==> config.mk <==
export PLATFORM = sky130hd
export DESIGN_NAME = e203_irq_sched
export DESIGN_NICKNAME = d
export VERILOG_FILES = /design/src/rtl/e203_irq_sched_pkg.sv /design/src/rtl/e203_irq_sched_chan.sv /design/src/rtl/e203_irq_sched.sv
export SDC_FILE = /design/constraint.sdc
export NUM_CORES = 1
export LEC_CHECK = 0
export BUFFER_PORTS_ARGS = -buffer_cell sky130_fd_sc_hd__buf_2
export CAP_MARGIN = 0
export CORE_UTILIZATION = 40
export DETAILED_ROUTE_END_ITERATION = 8
export PLACE_DENSITY_LB_ADDON = 0.2
export SYNTH_ARGS = -nofsm -noshare
export SYNTH_HDL_FRONTEND = slang
export SYNTH_SLANG_ARGS = --single-unit
==> constraint.sdc <==
create_clock -name clk -period 3.3 [get_ports clk]
set_input_delay 0.66 -clock clk [delete_from_list [all_inputs] [get_ports clk]]
set_output_delay 0.66 -clock clk [all_outputs]
set_load 0.05 [all_outputs]
==> src/rtl/e203_irq_sched_pkg.sv <==
// Shared types and helpers for the E203 interrupt stimulus scheduler.
package e203_irq_sched_pkg;

  typedef enum logic [1:0] {
    ST_IDLE   = 2'd0,
    ST_WAIT   = 2'd1,
    ST_ASSERT = 2'd2,
    ST_DONE   = 2'd3
  } chan_state_e;

  localparam logic [15:0] LFSR_TAPS    = 16'hB400;
  localparam logic [15:0] DEFAULT_SEED = 16'hACE1;

  // Fibonacci step for x^16+x^14+x^13+x^11+1: tap bit k stands for x^(k+1).
  function automatic logic [15:0] lfsr_step(input logic [15:0] v);
    return {v[14:0], ^(v & LFSR_TAPS)};
  endfunction

  function automatic logic [15:0] rotl16(input logic [15:0] v, input int unsigned amt);
    logic [31:0] dbl;
    dbl = {v, v} << (amt % 16);
    return dbl[31:16];
  endfunction

endpackage

==> src/rtl/e203_irq_sched_chan.sv <==
// One interrupt channel: IDLE/WAIT/ASSERT/DONE FSM, delay counter and
// (with E203_IRQ_SCHED_TIMEOUT_EN) an ASSERT timeout counter.
module e203_irq_sched_chan #(
  parameter int unsigned DLY_W = 10
`ifdef E203_IRQ_SCHED_TIMEOUT_EN
  ,
  parameter int unsigned TO_W  = 12
`endif
) (
  input  logic             clk,
  input  logic             rst,
  input  logic             start_i,
  input  logic             stop_q_i,
  input  logic             ack_i,
  input  logic [DLY_W:0]   dly_i,
  output logic             load_o,
  output logic             ack_acc_o,
  output logic             quiet_d_o,
  output logic             irq_o,
  output logic             timeout_err_o
);
  import e203_irq_sched_pkg::*;

  localparam logic [DLY_W:0] CNT_ONE = 1;

  chan_state_e    state_q, state_d;
  logic [DLY_W:0] cnt_q, cnt_d;
  logic           irq_q, irq_d;

`ifdef E203_IRQ_SCHED_TIMEOUT_EN
  localparam logic [TO_W-1:0] TO_ONE = 1;
  logic [TO_W-1:0] to_q, to_d, to_inc;
  logic            to_err_q, to_err_d;
`endif

  always_comb begin
    state_d   = state_q;
    cnt_d     = cnt_q;
    load_o    = 1'b0;
    ack_acc_o = 1'b0;
`ifdef E203_IRQ_SCHED_TIMEOUT_EN
    to_d      = to_q;
    to_err_d  = to_err_q;
    to_inc    = to_q + TO_ONE;
`endif
    case (state_q)
      ST_IDLE: begin
        if (start_i) begin
          if (stop_q_i) begin
            state_d = ST_DONE;
          end else begin
            state_d = ST_WAIT;
            cnt_d   = dly_i;
            load_o  = 1'b1;
          end
        end
      end
      ST_WAIT: begin
        if (stop_q_i) begin
          state_d = ST_DONE;
        end else if (cnt_q == CNT_ONE) begin
          state_d = ST_ASSERT;
`ifdef E203_IRQ_SCHED_TIMEOUT_EN
          to_d    = '0;
`endif
        end else begin
          cnt_d = cnt_q - CNT_ONE;
        end
      end
      ST_ASSERT: begin
        if (ack_i) begin
          ack_acc_o = 1'b1;
          if (stop_q_i) begin
            state_d = ST_DONE;
          end else begin
            state_d = ST_WAIT;
            cnt_d   = dly_i;
            load_o  = 1'b1;
          end
        end
`ifdef E203_IRQ_SCHED_TIMEOUT_EN
        // Timeout fires on the cycle the counter would reach all-ones.
        else if (to_inc == '1) begin
          to_err_d = 1'b1;
          if (stop_q_i) begin
            state_d = ST_DONE;
          end else begin
            state_d = ST_WAIT;
            cnt_d   = dly_i;
            load_o  = 1'b1;
          end
        end else begin
          to_d = to_inc;
        end
`endif
      end
      ST_DONE: begin
        state_d = ST_DONE;
      end
      default: begin
        state_d = ST_IDLE;
      end
    endcase
    irq_d     = (state_d == ST_ASSERT);
    quiet_d_o = (state_d == ST_IDLE) || (state_d == ST_DONE);
  end

  always_ff @(posedge clk or posedge rst) begin
    if (rst) begin
      state_q <= ST_IDLE;
      cnt_q   <= '0;
      irq_q   <= 1'b0;
    end else begin
      state_q <= state_d;
      cnt_q   <= cnt_d;
      irq_q   <= irq_d;
    end
  end

`ifdef E203_IRQ_SCHED_TIMEOUT_EN
  always_ff @(posedge clk or posedge rst) begin
    if (rst) begin
      to_q     <= '0;
      to_err_q <= 1'b0;
    end else begin
      to_q     <= to_d;
      to_err_q <= to_err_d;
    end
  end

  assign timeout_err_o = to_err_q;
`else
  assign timeout_err_o = 1'b0;
`endif

  assign irq_o = irq_q;

endmodule

==> src/rtl/e203_irq_sched.sv <==
// Interrupt stimulus scheduler: shared LFSR, sticky stop, ack counter, quiet flag.
// Optional ASSERT timeout compiled in with E203_IRQ_SCHED_TIMEOUT_EN.
module e203_irq_sched #(
  parameter int unsigned NUM_CH = 3,
  parameter int unsigned DLY_W  = 10,
  parameter logic [15:0] SEED   = 16'hACE1,
  parameter int unsigned TO_W   = 12
) (
  input  logic              clk,
  input  logic              rst,
  input  logic              start_i,
  input  logic              stop_i,
  input  logic [NUM_CH-1:0] ack_i,
  output logic [NUM_CH-1:0] irq_o,
  output logic              quiet_o,
  output logic [31:0]       ack_cnt_o,
  output logic [NUM_CH-1:0] timeout_err_o
);
  import e203_irq_sched_pkg::*;

  localparam logic [15:0] SEED_EFF = (SEED == 16'h0000) ? DEFAULT_SEED : SEED;

  logic [15:0]       lfsr_q, lfsr_d;
  logic              stop_q, stop_d;
  logic [31:0]       ack_cnt_q, ack_cnt_d;
  logic              quiet_q, quiet_d;
  logic [NUM_CH-1:0] load, ack_acc, quiet_ch_d;

  for (genvar i = 0; i < NUM_CH; i++) begin : g_ch
    localparam int unsigned ROT = (5 * i) % 16;
    localparam logic [DLY_W:0] DLY_ONE = 1;
    logic [15:0]    rot;
    logic [DLY_W:0] dly;

    always_comb begin
      rot = rotl16(lfsr_q, ROT);
      dly = {1'b0, rot[DLY_W-1:0]} + DLY_ONE;
    end

    e203_irq_sched_chan #(
      .DLY_W (DLY_W)
`ifdef E203_IRQ_SCHED_TIMEOUT_EN
      ,
      .TO_W  (TO_W)
`endif
    ) u_chan (
      .clk           (clk),
      .rst           (rst),
      .start_i       (start_i),
      .stop_q_i      (stop_q),
      .ack_i         (ack_i[i]),
      .dly_i         (dly),
      .load_o        (load[i]),
      .ack_acc_o     (ack_acc[i]),
      .quiet_d_o     (quiet_ch_d[i]),
      .irq_o         (irq_o[i]),
      .timeout_err_o (timeout_err_o[i])
    );
  end

  always_comb begin
    logic [31:0] acc;
    logic [32:0] sum;
    acc = '0;
    for (int unsigned k = 0; k < NUM_CH; k++) begin
      acc = acc + {31'b0, ack_acc[k]};
    end
    sum       = {1'b0, ack_cnt_q} + {1'b0, acc};
    ack_cnt_d = sum[32] ? '1 : sum[31:0];
    // Channels loading in the same cycle share one LFSR value; advance once.
    lfsr_d    = (|load) ? lfsr_step(lfsr_q) : lfsr_q;
    stop_d    = stop_q | stop_i;
    quiet_d   = &quiet_ch_d;
  end

  always_ff @(posedge clk or posedge rst) begin
    if (rst) begin
      lfsr_q    <= SEED_EFF;
      stop_q    <= 1'b0;
      ack_cnt_q <= '0;
      quiet_q   <= 1'b1;
    end else begin
      lfsr_q    <= lfsr_d;
      stop_q    <= stop_d;
      ack_cnt_q <= ack_cnt_d;
      quiet_q   <= quiet_d;
    end
  end

  assign quiet_o   = quiet_q;
  assign ack_cnt_o = ack_cnt_q;

endmodule

# Word-level counts from Yosys, hierarchy flattened
# Index checks and enable logic that the tools add are counted.
# classes
muxes,49
n_eq_ne,30
add_sub_neg,9
bitwise,1
reduce_logical,18
# ops
operator,count
11-bit two-way mux,15
11-bit case mux with 3 select lines,3
10-bit by 1-bit adder with 11-bit output (second input constant),3
32-bit by 3-bit adder with 33-bit output,1
11-bit by 1-bit equality test with 1-bit output (second input constant),3
11-bit by 1-bit subtractor with 11-bit output (second input constant),3
32-bit two-way mux,1
2-bit two-way mux,13
2-bit equality test (second input constant),12
2-bit != test (second input constant),12
2-bit case mux with 4 select lines,3
16-bit parity,1
5-bit AND reduction,3
2-bit logical NOT,6
1-bit two-way mux,11
3-bit nonzero test,3
2-bit by 1-bit equality test with 1-bit output (second input constant),3
1-bit case mux with 2 select lines,3
2-bit by 1-bit adder with 3-bit output,1
1-bit logical OR,3
3-bit AND reduction,1
3-bit OR reduction,1
1-bit by 1-bit adder with 2-bit output,1
1-bit bitwise OR,1
# totals
elab_cells,120
in_bits,7
output_inout_bits,39
regBits,92

# Longest topological paths before layout
# depth
ltp_word,7
mapped_depth,12

# Modules after synthesis
# From an unflattened synthesis, not the netlist that was laid out.
# hier_totals
cells_unflattened,603
hier_area_um2,5809.3
# modules_own_cells
module,area_each_um2,instances,cells_each
e203_irq_sched,2822.7,1,288
e203_irq_sched_chan (g_ch[0].u_chan ...),1003.5,2,105
e203_irq_sched_chan (g_ch[2].u_chan),979.7,1,105

# Worst setup path before layout
# OpenSTA, ideal clock, no wires.
# synth_path
kind,in2reg
from,input port ack_i[2]
to,register ack_cnt_q[25] (netlist: ack_cnt_o[25])
arrival_ns,2.900
t_required_ns,3.175
setup_ns,0.125
n_path_buf,0
cell_stages,10
setup_slack_ns,0.276
path_cell_list,nand2b_1 > or2_2 > fa_1 > inv_1 > ha_1 > fa_1 > and2_1 > nand3_1 > o21ai_0 > mux2_2
# synth_via
elab_chain_len,5
# synth_rtl
element,line,rtl
start: declaration,e203_irq_sched.sv:13,"input logic [NUM_CH-1:0] ack_i,"
1-bit two-way mux,e203_irq_sched_chan.sv:71,if (ack_i) begin
1-bit two-way mux,e203_irq_sched_chan.sv:46,case (state_q)
2-bit by 1-bit adder with 3-bit output,e203_irq_sched.sv:66,"acc = acc + {31'b0, ack_acc[k]};"
32-bit by 3-bit adder with 33-bit output,e203_irq_sched.sv:68,"sum = {1'b0, ack_cnt_q} + {1'b0, acc};"
32-bit two-way mux,e203_irq_sched.sv:69,ack_cnt_d = sum[32] ? '1 : sum[31:0];
net ack_cnt_d[25],e203_irq_sched.sv:25,"logic [31:0] ack_cnt_q, ack_cnt_d;"
end signal: assignment,e203_irq_sched.sv:85,ack_cnt_q <= ack_cnt_d;
end: declaration,e203_irq_sched.sv:25,
# The timed path passes the listed nets, and every way through them passes these cells.
# A chain may end at the register's enable or synchronous reset.

# Worst setup path in the final report
# layout_path
from,register g_ch[2].u_chan.state_q[0]
to,register ack_cnt_q[30] (netlist: ack_cnt_o[30])
# layout_via
elab_chain_len,5
# layout_rtl
element,line,rtl
start: declaration,e203_irq_sched_chan.sv:26,"chan_state_e state_q, state_d;"
start signal: assignment,e203_irq_sched_chan.sv:114,state_q <= state_d;
2-bit equality test,e203_irq_sched_chan.sv:46,
1-bit two-way mux,e203_irq_sched_chan.sv:46,
2-bit by 1-bit adder with 3-bit output,e203_irq_sched.sv:66,
32-bit by 3-bit adder with 33-bit output,e203_irq_sched.sv:68,
32-bit two-way mux,e203_irq_sched.sv:69,
net ack_cnt_d[30],e203_irq_sched.sv:25,
# The timed path passes the listed nets, and every way through them passes these cells.

==> metrics.txt <==
Warnings, synthesis=0; status=complete, no violations; Pwr per Cell Area=446.4 mW/mm²; Routed Antenna Nets=0; Sum Neg Setup Slack=0 ns; post-layout min period=2.968 ns; Layout Area Growth over Synthesis=12.62%; clk_lat worst skew=0.35 ns; FF-to-FF Start=g_ch[2].u_chan.state_q[0]$_DFF_PP0_; # setup viols final=0; most frequent cells in the layout=83 x dfrtp_1, 63 x nand2_1, 42 x nor2_1, 42 x buf_2, 38 x a21oi_1; root buffer cell=clkbuf_16; number of distinct library cells after synthesis=67; r2r setup slk=0.33 ns; first-pass GRT wire length=21670 µm; ys async rst share=1.000; H-tree depth reported by CTS=3; Synth Register Bits=92; Gate Count Post-Synth=603; CP Max Fanout=8; vias per cell=5.585; Rows=42; Main synth FF type=dfrtp_1; CTS tree=done; Fillers=1274; Post-synth EDFFs=0; crit-path most repeated cell=fa_1; Util after Layout=0.4650; Psw=0.7957 mW; vias post-DR=4563; largest net degree at the start of global routing=50; vias in the first global route=4357; Tcrit/Tclk final=0.8993; total power=2.771 mW; wirelength, routed=12740 µm; DRT iter0 DRCs=416; Switching Fraction=0.2871; Post-Syn Area=0.005512 mm²; all-layer global routing usage=0.1894; Seq. cell area=0.002313 mm²; Layout Nets=659; max cap viols=0; Clk pwr share=0.402; Routed WL per cell=15.60 µm; Slew Viols, Final=0; WS Path Type=register to register; CP arrival=3.23 ns; combinational fraction of design power=0.132; Overflow after GRT=0; Post-Place Cells=800; CP Cell Sequence=nand2b_1, or2_2, fa_1, inv_1, ha_1, fa_1, and2_1, nand3_1, nor4_4, a21oi_1, a31oi_1; setup bufs post-CTS=0; peak supply drop=0.3269 mV; clock skew=0.01163 ns; clk buf depth=2; Leak Pwr=2.838 nW; Hold Fails Final Rpt=0; CP max-delay cell=nor4_4; CTS buffer count=9; CORE AREA=0.01335 mm²; Reg-to-Reg End=ack_cnt_o[30]$_DFF_PP0_; DRC errors left=0; Detailed Routing Iterations Pass 1=5; DIE AREA=0.01425 mm²; Die Ht=119.4 µm; Fmax=0.3370 GHz; DP HPWL=9132 µm; CTS Hold Bufs=0; Tightest Hold Check Type=input pin to asynchronous set/reset pin; CP max stage delay=0.47 ns; Critical Path RT=3.56 ns; gpl congestion=0.8242; initial core utilization=0.4129; slew margin rel.=0.4099; CP Capture Type=register; crit start category=register; clock sink count=92; post-synthesis area per instance=9.140 µm²; Die X=119.4 µm; worst slew pin tran=0.8852 ns; Cell Count, Final, Fillers Out=817; Worst-path clk slew=0.07 ns; antenna violations before repair=1; commonest non-fill, non-tap cell in the layout=dfrtp_1; CTS resizes=0; area occupied by multi-input gates=0.002939 mm²; IO Pins=46; cell-internal power=1.975 mW; number of port buffers=42; Seq/Total Area, Yosys=0.4198; R2R cell count=11; layout cells sized above 1=0.1813; sequential share of power=0.466; RSZ-0062 raised after global routing=false
[synthesized netlist by cell type (all sizes together) (11+ instances only)]
cell type / instances / area, µm²
clkbuf: 22 / 82.58
nand4: 11 / 83.83
nor3: 21 / 110.1
nor4: 12 / 111.4
and3: 13 / 82.58
xor2: 17 / 148.9
mux2: 19 / 214.0
a31oi: 13 / 81.33
dfrtp: 83 / 2077
nand3: 31 / 155.2
inv: 26 / 97.59
nand2: 64 / 242.7
o21ai: 34 / 173.9
xnor2: 27 / 236.5
ha: 15 / 187.7
nor2: 42 / 157.7
a21oi: 38 / 190.2
buf: 12 / 86.33
[power groups by stage]
stage          clock (mW)  combinational (mW)  sequential (mW)
2_1_floorplan           0               0.189             1.39
3_3_place_gp            0               0.365             1.31
3_5_place_dp            0               0.371             1.31
4_1_cts              1.15               0.372             1.29
5_1_grt              1.18               0.409             1.30
6_report             1.11               0.366             1.29
[critical path: cells and delay by family (launching register included)]
family	cells	cell delay (ns)
flops	1	0.37
compound gates	2	0.31
fa+ha+maj	3	0.87
buf+inv	1	0.07
simple gates	5	1.28
[logic make-up after synthesis]
family / count (synthesis) / share of synthesized area
simple gates: 240 / 0.2334
compound gates: 128 / 0.1442
flops: 92 / 0.4198
buf+inv: 60 / 0.04835
xor+xnor: 44 / 0.06992
mux: 21 / 0.04245
fa+ha+maj: 17 / 0.04132
other cells: 1 / 0.0006804
[stage by stage]
step / hold WS (ns) / instance area, µm² / setup WS (ns)
after floorplan: 0.4802 / 5519 / 0.2629
after global placement: 0.4922 / 5889 / 0.1164
after detailed placement: 0.5065 / 5889 / 0.03032
after CTS: 0.4896 / 6205 / 0.3508
after global routing: 0.4954 / 6205 / 0.09391
final: 0.4619 / 6207 / 0.3324
[worst max path at each step]
stage	from	end	slack (ns)	depth (start not counted)
after floorplan	rst	ack_cnt_o[0]$_DFF_PP0_	0.26	1
after global placement	ack_i[2]	ack_cnt_o[26]$_DFF_PP0_	0.12	12
after detailed placement	ack_i[2]	ack_cnt_o[30]$_DFF_PP0_	0.03	12
after CTS	g_ch[2].u_chan.state_q[0]$_DFF_PP0_	ack_cnt_o[30]$_DFF_PP0_	0.35	11
after global routing	g_ch[2].u_chan.state_q[0]$_DFF_PP0_	ack_cnt_o[26]$_DFF_PP0_	0.09	11
final	g_ch[2].u_chan.state_q[0]$_DFF_PP0_	ack_cnt_o[30]$_DFF_PP0_	0.33	11
[final cells by class]
cell class / instances / share of cell area
antenna: 1 / 0.0004031
clock buffer: 10 / 0.03689
clock inverter: 6 / 0.01391
inverter: 26 / 0.01592
multi-input combinational: 453 / 0.4735
sequential: 92 / 0.3727
tap: 176 / 0.03548
timing repair buffer: 53 / 0.05120
[registers in the layout, indices dropped and copies added, names as in the netlist]
signal               count
ack_cnt_o               32
g_ch.u_chan.state_q      6
g_ch.rot                16
g_ch.u_chan.cnt_q       33
g_ch.u_chan.irq_o        3
stop_q                   1
quiet_o                  1
[layer usage]
layer,up-vias,routed length (µm),global-route usage
met3,10,539,0.04693
met5,-,0,0
met4,0,110,0.05078
li1,2220,-,-
met2,95,6231,0.3132
met1,2238,5861,0.2463
Note: power is estimated with default switching activity, not from simulation.
